File: config.mk
export PLATFORM = sky130hd
export DESIGN_NAME = store_commit_buffer
export DESIGN_NICKNAME = d
export VERILOG_FILES = /design/src/rtl/store_commit_buffer.sv
export SDC_FILE = /design/constraint.sdc
export NUM_CORES = 2
export LEC_CHECK = 0
export CAP_MARGIN = 20
export CELL_PAD_IN_SITES_DETAIL_PLACEMENT = 0
export CELL_PAD_IN_SITES_GLOBAL_PLACEMENT = 2
export CORE_ASPECT_RATIO = 0.75
export CORE_MARGIN = 4
export CORE_UTILIZATION = 30
export DETAILED_ROUTE_END_ITERATION = 16
export MAX_ROUTING_LAYER = met4
export PLACE_DENSITY_LB_ADDON = 0.25
export RECOVER_POWER = 50
export REMOVE_ABC_BUFFERS = 1
export SLEW_MARGIN = 20
export SYNTH_ARGS = -nofsm -noshare
export SYNTH_HDL_FRONTEND = slang
export SYNTH_SLANG_ARGS = --single-unit
File: constraint.sdc
create_clock -name clk -period 16.6 [get_ports clk]
set_clock_uncertainty 0.15 [all_clocks]
set_input_delay 3.32 -clock clk [delete_from_list [all_inputs] [get_ports clk]]
set_output_delay 3.32 -clock clk [all_outputs]
set_load 0.05 [all_outputs]
File: src/rtl/store_commit_buffer.sv
// Store commit buffer: holds stores retired by the ROB head in a circular
// FIFO, drains them in order to data memory over a req/ack handshake, and
// offers a combinational byte-merging lookup so younger loads can forward
// committed-but-undrained store data.
module store_commit_buffer #(
  parameter int DEPTH  = 8,
  parameter int ADDR_W = 32,
  parameter int DATA_W = 32
) (
  input  logic                         clk,
  input  logic                         rst,
  input  logic                         commit_valid,
  input  logic [ADDR_W-1:0]            commit_addr,
  input  logic [DATA_W-1:0]            commit_data,
  input  logic [DATA_W/8-1:0]          commit_be,
  output logic                         commit_ready,
  output logic                         mem_req,
  output logic [ADDR_W-1:0]            mem_addr,
  output logic [DATA_W-1:0]            mem_wdata,
  output logic [DATA_W/8-1:0]          mem_be,
  input  logic                         mem_ack,
  input  logic [ADDR_W-1:0]            ld_addr,
  output logic [DATA_W/8-1:0]          ld_be,
  output logic [DATA_W-1:0]            ld_data,
  output logic                         ld_hit,
  output logic                         empty,
  output logic [$clog2(DEPTH+1)-1:0]   count
);

  localparam int BE_W  = DATA_W / 8;
  localparam int PTR_W = $clog2(DEPTH);
  localparam int CNT_W = $clog2(DEPTH + 1);
  localparam int OFF_W = $clog2(BE_W);
  localparam int WA_W  = ADDR_W - OFF_W;

  typedef enum logic {
    IDLE = 1'b0,
    REQ  = 1'b1
  } state_t;

  state_t           r_state;
  logic [WA_W-1:0]  r_addr [DEPTH];
  logic [DATA_W-1:0] r_data [DEPTH];
  logic [BE_W-1:0]  r_be   [DEPTH];
  logic [DEPTH-1:0] r_valid;
  logic [PTR_W-1:0] r_head;
  logic [PTR_W-1:0] r_tail;
  logic [CNT_W-1:0] r_count;

  logic             w_push;
  logic             w_pop;
  logic [CNT_W-1:0] w_count_next;
  logic [PTR_W-1:0] w_idx;
  logic             w_unused;

  // The byte-offset bits of both addresses are irrelevant: entries and
  // lookups work on whole words.
  assign w_unused = ^{commit_addr[OFF_W-1:0], ld_addr[OFF_W-1:0]};

  // No pass-through when full: readiness looks only at the registered count,
  // so a pop in the same cycle cannot make room for a push.
  assign commit_ready = (r_count != CNT_W'(DEPTH));
  assign w_push       = commit_valid && commit_ready;
  assign w_pop        = (r_state == REQ) && mem_ack;

  assign count = r_count;
  assign empty = (r_count == '0);

  // Occupancy after this cycle's push and pop; a coincident pair cancels.
  always_comb begin
    w_count_next = r_count;
    case ({w_push, w_pop})
      2'b10:   w_count_next = r_count + 1'b1;
      2'b01:   w_count_next = r_count - 1'b1;
      default: w_count_next = r_count;
    endcase
  end

  // Pointers, occupancy, entry validity and the drain FSM; reset abandons
  // any in-flight request so a late ack finds the FSM idle.
  always_ff @(posedge clk or posedge rst) begin
    if (rst) begin
      r_head  <= '0;
      r_tail  <= '0;
      r_count <= '0;
      r_valid <= '0;
      r_state <= IDLE;
    end else begin
      if (w_pop) begin
        r_valid[r_head] <= 1'b0;
        r_head          <= r_head + 1'b1;
      end
      if (w_push) begin
        r_valid[r_tail] <= 1'b1;
        r_tail          <= r_tail + 1'b1;
      end
      r_count <= w_count_next;
      case (r_state)
        IDLE: if (r_count != '0) r_state <= REQ;
        REQ:  if (w_pop && (w_count_next == '0)) r_state <= IDLE;
        default: r_state <= IDLE;
      endcase
    end
  end

  // Entry payload is written only on an accepted commit; validity bits alone
  // decide whether an entry takes part in draining or forwarding.
  always_ff @(posedge clk) begin
    if (w_push) begin
      r_addr[r_tail] <= commit_addr[ADDR_W-1:OFF_W];
      r_data[r_tail] <= commit_data;
      r_be[r_tail]   <= commit_be;
    end
  end

  // The head entry is presented only while requesting, and zero otherwise.
  assign mem_req   = (r_state == REQ);
  assign mem_addr  = mem_req ? {r_addr[r_head], {OFF_W{1'b0}}} : '0;
  assign mem_wdata = mem_req ? r_data[r_head] : '0;
  assign mem_be    = mem_req ? r_be[r_head]   : '0;

  // Walk entries oldest to youngest from the head so that the youngest
  // matching store overwrites each byte last.
  always_comb begin
    ld_be   = '0;
    ld_data = '0;
    w_idx   = '0;
    for (int i = 0; i < DEPTH; i++) begin
      w_idx = r_head + PTR_W'(i);
      if (r_valid[w_idx] && (r_addr[w_idx] == ld_addr[ADDR_W-1:OFF_W])) begin
        ld_be = ld_be | r_be[w_idx];
        for (int b = 0; b < BE_W; b++) begin
          if (r_be[w_idx][b]) begin
            ld_data[8*b +: 8] = r_data[w_idx][8*b +: 8];
          end
        end
      end
    end
  end

  assign ld_hit = &ld_be;

endmodule

==> results.yml <==
status:
  status: "finished with violations"
  violations: "max-capacitance violations, max-slew violations"
finish:
  seq_area_sq_mm: 0.01634
  area_delta_synth_final_pct: 13.32
  nNetsFinal: 4147
  drive_gt1_frac: 0.1874
  fillers: 15030
  multiInputGateArea_sq_mm: 0.02728
  fin_area_sq_mm: 0.05149
sta:
  worstMarginPinSlew_ns: 4.088
  hold_viol_final: 0
  min_period_ns: 12.96
  rsz0062_at_grt: "false"
  slew_headroom: -1.726
  setup_viol: 0
  fmax_mhz: 77.17
  tns_ns: 0
  finalMaxSlewViolations: 114
  finalCritPeriodShare: 0.7806
logic_synthesis:
  netlist_area_sq_mm: 0.04544
  ys_warn_count: 0
  synth_most_common_cell: "edfxtp_1"
  synth-seq-cells: 547
  yosysTopAreaCell: "edfxtp_1"
  ys_seq_area_frac: 0.3594
  synth_cell_types: 105
  netlist_instances: 4011
  synth_flop_cell: "edfxtp_1"
  synth_top_area_share: 0.3490
  yosys-top-cells-count: "edfxtp_1 (528), mux2i_1 (442), nand2_1 (413)"
  avgSynthCellArea_sq_um: 11.33
  async_flop_share: 0.03473
  synth-edff-count: 528
  yosys-top-cells-area: "edfxtp_1 (35%), mux4_2 (19%), mux2i_1 (9.7%)"
clock_network:
  clk_pin_slew_ns: 0.05
  post_cts_buffers: 0
  tritoncts: "built"
  hold_buffers: 0
  cts.sinks: 547
  cts.repair.resized: 0
  cts_buffers: 71
  cts-root-buf: "clkbuf_16"
  cts_buffer_depth: 3
  htreeDepth: 3
  clock_latency_ns: 0.68
setup_path:
  r2r-end: "r_data[7][29]$_DFFE_PP_"
  path_cells: "clkdlybuf4s50_1 > clkinv_1 > nand3_1 > o311ai_0 > a2111oi_0 > nand2_1 > nor4_2 > nand4_1 > nand3b_1 > or4_1 > o2111a_1 > clkdlybuf4s50_1"
  cp_max_fo: 9
  path_common_cell: "clkdlybuf4s50_1"
  r2r_start: "count[0]$_DFF_PP0_"
  critPathMaxStageDelay_ns: 0.93
  worst_path_max_delay_cell: "nand4_1"
  reg2reg_slack_ns: 10.95
  crit_type: "in2out"
  cp_top_family: "simple AND/OR/NAND/NOR gates"
  critPathRequiredTime_ns: 13.13
  cp-startpoint: "ld_addr[23]"
  worstSetupStartpointType: "primary input"
  crit_buf_inv: 3
  crit_arrival_ns: 9.49
  r2r_cells: 6
  worst_setup_path_end_kind: "output pin"
global_route:
  grt_pass1_vias: 34590
  antenna_found_initial: 35
  track_usage: 0.2426
  grt_max_degree: 135
  overflow: 0
  grt_pass1_wl_um: 270200
route:
  drtIter0Drc: 4337
  drt_wl_total_um: 191900
  route.detailed.drc: 0
  wire_per_inst_um: 31.48
  via_per_inst: 6.031
  firstDrtPassIters: 6
  vias: 36780
  antenna_left: 0
placed_design:
  gp_congestion: 0.9637
  dpl_cell_area_sq_mm: 0.04915
  io_buffers: 209
  dp_hpwl_um: 129700
floorplan:
  rows: 123
  start_util: 0.3025
  die_area_sq_mm: 0.1578
  die_x_um: 457.4
  io_pins: 216
  die_y_um: 345.0
  core_area_sq_mm: 0.1502
hold_path:
  hold_path_depth: 1
  worst_hold_path.endpoint: "r_valid[3]$_DFF_PP0_"
  min-delay-start: "r_valid[3]$_DFF_PP0_"
  min_path_type: "reg2reg"
run:
  cap_violations: 4
-- routing by layer --
layer	track usage	up-vias	wire length [um]
met1	0.3500	18880	87410
met2	0.3502	1708	83520
li1	-	15950	-
met3	0.04968	238	16480
met5	-	-	0
met4	0.05271	0	4522
-- layout make-up --
| cell class | count | area share |
|---|---|---|
| diodes | 16 | 0.0007776 |
| clock buffers | 79 | 0.03550 |
| clock inverters | 44 | 0.008894 |
| multi-input cells | 3073 | 0.5298 |
| repair buffers | 309 | 0.05660 |
| well taps | 2000 | 0.04860 |
| inverters | 30 | 0.002479 |
| flip-flops and latches | 547 | 0.3174 |
-- state kept, by name (all words and copies together) (netlist names) --
name	flops
r_data	256
r_addr	240
r_be	32
r_valid	8
count	4
r_head	3
r_tail	3
mem_req	1
-- metrics by stage --
step | utilization | hold slack, ns | setup WS, ns | cells
after CTS | 0.3425 | 0.3476 | 3.709 | 6081
after global placement | 0.3272 | 0.3295 | 3.655 | 5958
after floorplan | - | 0.3156 | -28.03 | 3650
after detailed placement | 0.3272 | 0.3365 | 3.715 | 5958
after global routing | 0.3427 | 0.3726 | 3.459 | 6095
final | 0.3428 | 0.3447 | 3.642 | 6098
-- worst register-to-register path: cells and delay by family, from the launching register on --
family	cells	cell delay (ns)
buffers and inverters	2	3.92
AND/OR/NAND/NOR	4	0.70
flip-flops	1	0.47
-- worst max-delay path by stage --
stage,endpoint,slack (ns),cells after the start
6_report,ld_hit,3.64,12
3_5_place_dp,ld_hit,3.71,12
4_1_cts,ld_hit,3.71,12
3_3_place_gp,ld_hit,3.66,12
2_1_floorplan,ld_hit,-28.03,12
5_1_grt,ld_hit,3.46,12
-- cells in the final DEF (no fill, tap or decap), drive strengths merged, types with 27 or more instances in the layout --
master,instances
edfxtp,528
mux2i,442
nand2,416
mux4,380
nor2,310
a21oi,208
o21ai,188
xnor2,173
clkdlybuf4s50,140
mux2,124
buf,97
clkbuf,82
o22ai,80
dlygate4sd3,69
nand4,59
or4,46
xor2,41
clkinv,38
nand3,37
o21a,36
nor4,36
nand2b,33
o211ai,30
nor3,30
a21o,27
-- cell families after synthesis --
kind of cell    share of synthesized area
other cells                    0.00008253
compound gates                     0.1250
buf+inv                           0.04478
xor+xnor                          0.04175
mux                                0.3170
flops                              0.3594
fa+ha+maj                        0.003194
simple gates                       0.1087
Power is not shown: default switching activity piles up to over one toggle a cycle in this logic, so the estimate is an artifact.
